--- config.mk ---
export PLATFORM = sky130hd
export DESIGN_NAME = bp_cacc_vdp_csr
export DESIGN_NICKNAME = d
export VERILOG_FILES = /design/src/rtl/bp_cacc_vdp_csr.sv
export SDC_FILE = /design/constraint.sdc
export NUM_CORES = 1
export LEC_CHECK = 0
export ABC_AREA = 1
export BUFFER_PORTS_ARGS = -buffer_cell sky130_fd_sc_hd__buf_2
export CORE_AREA = 2 2 158 160
export CTS_CLUSTER_SIZE = 12
export DETAILED_ROUTE_END_ITERATION = 6
export DIE_AREA = 0 0 160 162
export HOLD_SLACK_MARGIN = 0.08
export PLACE_DENSITY_LB_ADDON = 0.2
export SLEW_MARGIN = 20
export SYNTH_ARGS = -nofsm -noshare
export SYNTH_HDL_FRONTEND = slang
export SYNTH_SLANG_ARGS = --single-unit
--- constraint.sdc ---
create_clock -name clk_i -period 12.7 [get_ports clk_i]
set_input_delay 0.635 -clock clk_i [delete_from_list [all_inputs] [get_ports clk_i]]
set_output_delay 0.635 -clock clk_i [all_outputs]
set_load 0.02 [all_outputs]
--- src/rtl/bp_cacc_vdp_csr.sv ---
// Control/status register front end for the vector dot-product engine:
// decodes uncached I/O commands, holds engine configuration, issues start, captures result.
module bp_cacc_vdp_csr #(
  parameter int tag_width_p   = 16,
  parameter int vaddr_width_p = 39
) (
  input  logic                     clk_i,
  input  logic                     reset_i,

  input  logic                     io_cmd_v_i,
  output logic                     io_cmd_ready_o,
  input  logic                     io_cmd_wr_i,
  input  logic [19:0]              io_cmd_addr_i,
  input  logic [63:0]              io_cmd_data_i,
  input  logic [tag_width_p-1:0]   io_cmd_tag_i,

  output logic                     io_resp_v_o,
  input  logic                     io_resp_yumi_i,
  output logic                     io_resp_wr_o,
  output logic [19:0]              io_resp_addr_o,
  output logic [63:0]              io_resp_data_o,
  output logic [tag_width_p-1:0]   io_resp_tag_o,

  output logic [vaddr_width_p-1:0] a_ptr_o,
  output logic [vaddr_width_p-1:0] b_ptr_o,
  output logic [vaddr_width_p-1:0] res_ptr_o,
  output logic [3:0]               len_o,
  output logic                     start_o,
  input  logic                     busy_i,
  input  logic                     done_i,
  input  logic [63:0]              result_i
);

  localparam logic [19:0] A_PTR_OFF   = 20'h00000;
  localparam logic [19:0] B_PTR_OFF   = 20'h00040;
  localparam logic [19:0] LEN_OFF     = 20'h00080;
  localparam logic [19:0] START_OFF   = 20'h000C0;
  localparam logic [19:0] STATUS_OFF  = 20'h00100;
  localparam logic [19:0] RES_PTR_OFF = 20'h00140;
  localparam logic [19:0] RESULT_OFF  = 20'h00240;

  typedef enum logic {IDLE, RESP} state_e;
  state_e state_q, state_d;

  logic [vaddr_width_p-1:0] a_ptr_q, a_ptr_d, b_ptr_q, b_ptr_d, res_ptr_q, res_ptr_d;
  logic [3:0]               len_q, len_d, len_sat;
  logic                     pending_q, pending_d, done_q, done_d, err_q, err_d;
  logic                     start_q, start_d;
  logic [63:0]              result_q, result_d;

  logic                     resp_wr_q;
  logic [19:0]              resp_addr_q;
  logic [63:0]              resp_data_q, rdata;
  logic [tag_width_p-1:0]   resp_tag_q;

  logic cmd_acc, wr_acc, busy_w;
  logic sel_a, sel_b, sel_len, sel_start, sel_stat, sel_res;
  logic cfg_wr, cfg_ok, start_req, start_ok, stat_wr, err_set;

  assign io_cmd_ready_o = ~io_resp_v_o | io_resp_yumi_i;
  assign cmd_acc        = io_cmd_v_i & io_cmd_ready_o;
  assign wr_acc         = cmd_acc & io_cmd_wr_i;
  assign busy_w         = busy_i | pending_q;

  assign sel_a     = (io_cmd_addr_i == A_PTR_OFF);
  assign sel_b     = (io_cmd_addr_i == B_PTR_OFF);
  assign sel_len   = (io_cmd_addr_i == LEN_OFF);
  assign sel_start = (io_cmd_addr_i == START_OFF);
  assign sel_stat  = (io_cmd_addr_i == STATUS_OFF);
  assign sel_res   = (io_cmd_addr_i == RES_PTR_OFF);

  assign cfg_wr    = wr_acc & (sel_a | sel_b | sel_len | sel_res);
  assign cfg_ok    = cfg_wr & ~busy_w;
  assign start_req = wr_acc & sel_start & io_cmd_data_i[0];
  assign start_ok  = start_req & ~busy_w;
  assign stat_wr   = wr_acc & sel_stat;
  assign err_set   = (cfg_wr | start_req) & busy_w;

  always_comb begin
    if (io_cmd_data_i == '0)          len_sat = 4'd1;
    else if (io_cmd_data_i > 64'd8)   len_sat = 4'd8;
    else                              len_sat = io_cmd_data_i[3:0];
  end

  always_comb begin
    a_ptr_d   = a_ptr_q;
    b_ptr_d   = b_ptr_q;
    res_ptr_d = res_ptr_q;
    len_d     = len_q;
    if (cfg_ok & sel_a)   a_ptr_d   = io_cmd_data_i[vaddr_width_p-1:0];
    if (cfg_ok & sel_b)   b_ptr_d   = io_cmd_data_i[vaddr_width_p-1:0];
    if (cfg_ok & sel_res) res_ptr_d = io_cmd_data_i[vaddr_width_p-1:0];
    if (cfg_ok & sel_len) len_d     = len_sat;

    // busy_i can only be high while pending if it rose after the accepted start
    pending_d = pending_q;
    if (busy_i | done_i) pending_d = 1'b0;
    if (start_ok)        pending_d = 1'b1;

    // completion set has priority over both software clear and start clear
    done_d = done_q;
    if (stat_wr & io_cmd_data_i[0]) done_d = 1'b0;
    if (start_ok)                   done_d = 1'b0;
    if (done_i)                     done_d = 1'b1;

    err_d = err_q;
    if (stat_wr & io_cmd_data_i[2]) err_d = 1'b0;
    if (err_set)                    err_d = 1'b1;

    result_d = done_i ? result_i : result_q;
    start_d  = start_ok;
  end

  always_comb begin
    rdata = '0;
    case (io_cmd_addr_i)
      A_PTR_OFF:   rdata[vaddr_width_p-1:0] = a_ptr_q;
      B_PTR_OFF:   rdata[vaddr_width_p-1:0] = b_ptr_q;
      LEN_OFF:     rdata[3:0]               = len_q;
      STATUS_OFF:  rdata[2:0]               = {err_q, busy_w, done_q};
      RES_PTR_OFF: rdata[vaddr_width_p-1:0] = res_ptr_q;
      RESULT_OFF:  rdata                    = result_q;
      default:     rdata                    = '0;
    endcase
  end

  always_ff @(posedge clk_i or posedge reset_i) begin
    if (reset_i) begin
      a_ptr_q     <= '0;
      b_ptr_q     <= '0;
      res_ptr_q   <= '0;
      len_q       <= 4'd1;
      pending_q   <= 1'b0;
      done_q      <= 1'b0;
      err_q       <= 1'b0;
      start_q     <= 1'b0;
      result_q    <= '0;
      resp_wr_q   <= 1'b0;
      resp_addr_q <= '0;
      resp_data_q <= '0;
      resp_tag_q  <= '0;
    end else begin
      a_ptr_q   <= a_ptr_d;
      b_ptr_q   <= b_ptr_d;
      res_ptr_q <= res_ptr_d;
      len_q     <= len_d;
      pending_q <= pending_d;
      done_q    <= done_d;
      err_q     <= err_d;
      start_q   <= start_d;
      result_q  <= result_d;
      if (cmd_acc) begin
        resp_wr_q   <= io_cmd_wr_i;
        resp_addr_q <= io_cmd_addr_i;
        resp_data_q <= io_cmd_wr_i ? '0 : rdata;
        resp_tag_q  <= io_cmd_tag_i;
      end
    end
  end

  always_ff @(posedge clk_i or posedge reset_i) begin
    if (reset_i) state_q <= IDLE;
    else         state_q <= state_d;
  end

  always_comb begin
    state_d = state_q;
    case (state_q)
      IDLE:    if (cmd_acc) state_d = RESP;
      RESP:    if (io_resp_yumi_i) state_d = cmd_acc ? RESP : IDLE;
      default: state_d = IDLE;
    endcase
  end

  always_comb begin
    io_resp_v_o = (state_q == RESP);
  end

  assign io_resp_wr_o   = resp_wr_q;
  assign io_resp_addr_o = resp_addr_q;
  assign io_resp_data_o = resp_data_q;
  assign io_resp_tag_o  = resp_tag_q;
  assign a_ptr_o        = a_ptr_q;
  assign b_ptr_o        = b_ptr_q;
  assign res_ptr_o      = res_ptr_q;
  assign len_o          = len_q;
  assign start_o        = start_q;

endmodule

==> results.yml <==
finish:
  fin_cells: 2298
  layout_common_cells: "nand2_1, buf_2, dfrtp_1"
  final_layout_size_suffix_gt1_frac: 0.240
  fill_cells: 2066
  mostFrequentLayoutCell: "nand2_1"
  syn_to_final_growth_pct: 23.6
  nets: 2123
floorplan:
  chipWidth_microns: 160
  core.rowCount: 57
  die_y_microns: 162
  core_area_sq_mm: 0.0241
  io_pins: 396
  die_area_sq_mm: 0.0259
  start_util: 0.534
drt:
  drt-initial-drc-count: 1142
  detail-route-antenna-nets: 0
  firstDrtPassIters: 6
  wire_per_inst_microns: 17.5
  vias: 12300
  drt-total-wl_microns: 40200
  drcViolationCount: 0
  vias_per_cell: 5.34
job:
  cap_violations: 0
placed_design:
  gp_congestion: 0.863
  dpl.hpwl_microns: 26100
  port_buffers: 395
  dp_cells: 2244
sta:
  tns_ps: 0
  relSlewSlack: 0.264
  grt_setup_unrepaired: "no"
  fin_crit_ps: 3390
  finalMaxSlewViolations: 0
  fin_crit_sh: 0.267
  setup_viol: 0
  hold_viol: 0
  max_freq_ghz: 0.295
  worst_pin_slew_ps: 1100
  skew_ps: 28.3
power_and_ir_drop:
  swShare: 0.243
  p_leak_nw: 9.14
  p_seq_frac: 0.490
  combPwrFrac: 0.082
  powerDensity_mw_per_mm2: 125
  clock_power_share: 0.429
  p_sw_mw: 0.484
  worst_ir_drop_vdd_v: 0.0000841
  internal_power_mw: 1.51
cts:
  cts_resized: 0
  tritoncts: "done"
  cts_buffer_depth: 3
  cts_hold_buf: 0
  ctsHtreeMaxLevel: 1
  cts.clk_slew.worst_paths_ps: 60
  cts_setup_buffers: 0
  numCtsBuffers: 30
  clock-sinks: 291
  clk_latency_ps: 560
  cts-root-buf: "clkbuf_16"
grt:
  grt_use_total: 0.305
  antenna_found_initial: 4
  grt_pass1_wl_microns: 63200
  grt_start_max_net_pins: 183
  globalRoute.totalOverflow: 0
  grt_pass1_vias: 11700
worst_setup_path:
  critPathSlowestCell: "nand4_4"
  slowest_delay_ps: 790
  cp.required_ps: 13120
  critPathArrivalTime_ps: 3810
  crit_buf_inv: 4
  endpoint_kind: "flip-flop"
  crit_chain: "buf_2 -> inv_1 -> nand2_1 -> nor2_1 -> inv_1 -> nor2_4 -> buf_4 -> nand4_4 -> nand2_1 -> nand2_1"
  crit_fanout: 78
  start_kind: "input port"
  cpMostUsedCell: "nand2_1"
  critPathTopFamily: "simple AND/OR/NAND/NOR gates"
  criticalPathCategory: "input port to flip-flop"
min_path:
  holdCritPathClass: "input port to asynchronous set/reset pin"
run_status:
  status: "completed"
logic_synthesis:
  ys_seq_area_frac: 0.565
  yosysUniqueCellTypes: 27
  ys_seq_elements: 291
  synth_warnings: 0
  syn_area_sq_mm: 0.0129
  avgSynthCellArea_sq_um: 8.02
  synth_fp_nets: 1776
  syn_inst: 1605
final cells by class:
class / instances / area, sq um / share of cell area
antenna: 3 / 7.51 / 0.000472
clock buffer: 48 / 900 / 0.0565
clock inverter: 3 / 40.0 / 0.00252
tap: 324 / 405 / 0.0255
inverter: 95 / 364 / 0.0229
timing repair buffer: 405 / 2070 / 0.130
multi-input combinational: 1129 / 4850 / 0.305
sequential: 291 / 7280 / 0.458
synthesized netlist by cell type:
master	number	area, sq um
clkbuf_1	49	184
buf_4	8	60.1
o211ai_1	1	7.51
dfstp_2	1	26.3
buf_2	27	135
nand3_2	2	20.0
nand4_2	2	25.0
clkinv_1	1	3.75
nor2_4	4	45.0
o21ai_1	12	60.1
buf_1	4	15.0
nor2_1	75	282
nand3_4	1	17.5
nand2_1	794	2980
nand2_2	3	18.8
dfrtp_1	290	7260
buf_6	2	22.5
inv_2	6	22.5
nor2_2	2	12.5
nor2_8	1	20.0
o21ai_0	91	455
nand2_4	1	11.3
nor3_1	1	5.00
nand4_1	121	757
a31oi_4	1	21.3
inv_1	88	330
nand3_1	17	85.1
kinds of logic (layout without fill, tap and decap cells):
kind of cell,Yosys count,in the layout,synth area share
AND/OR/NAND/NOR,1024,1024,0.332
AO/OA/AOI/OAI,105,105,0.0423
flip-flops,291,291,0.565
buffers and inverters,185,551,0.0600
other,0,3,0
path summary, 6_finish.rpt:
check | startpoint | depth (start not counted) | slack, ps | endpoint
hold reg to reg | io_resp_addr_o[11] | 2 | 470 | io_resp_addr_o[11]
setup reg to reg | io_resp_v_o | 7 | 9670 | res_ptr_o[21]
hold / removal | reset_i | 2 | 190 | res_ptr_o[11]
setup / recovery | io_cmd_addr_i[17] | 10 | 9310 | a_ptr_o[35]
max in group asynchronous | reset_i | 3 | 10980 | result_q[38]
min in group clk_i | result_i[14] | 3 | 270 | result_q[14]
power groups by stage:
stage / Clock, mW / Sequential, mW / Combinational, mW
floorplan: 0 / 1.01 / 0.0695
global placement: 0 / 0.991 / 0.161
detailed placement: 0 / 0.993 / 0.164
CTS: 0.860 / 0.976 / 0.164
global route: 0.903 / 0.980 / 0.182
finish: 0.855 / 0.977 / 0.163
stage by stage:
step / power (mW) / setup slack, ps / utilization / instance area [sq um] / hold WS (ps)
after detailed placement: 1.16 / 8800 / 0.621 / 15000 / 459
after CTS: 2.00 / 9340 / 0.660 / 15900 / 252
after global routing: 2.06 / 9090 / 0.660 / 15900 / 273
final: 1.99 / 9310 / 0.660 / 15900 / 192
after global placement: 1.15 / 8350 / 0.621 / 15000 / 454
after floorplan: 1.08 / 4030 / - / 12900 / 442
sequential cells by signal, indices dropped and copies added (netlist names):
signal	flops
pending_q	1
io_resp_data_o	64
io_resp_addr_o	20
err_q	1
start_o	1
io_resp_v_o	1
a_ptr_o	39
io_resp_wr_o	1
res_ptr_o	39
len_o	4
done_q	1
io_resp_tag_o	16
b_ptr_o	39
result_q	64
layer usage:
metal	GRT usage	up-vias	wire [microns]
met2	0.504	548	19300
met3	0.0621	84	3480
li1	-	5768	-
met4	0.101	2	1150
met1	0.408	5869	16300
met5	0	-	12
Note: power is estimated with default switching activity, not from simulation.
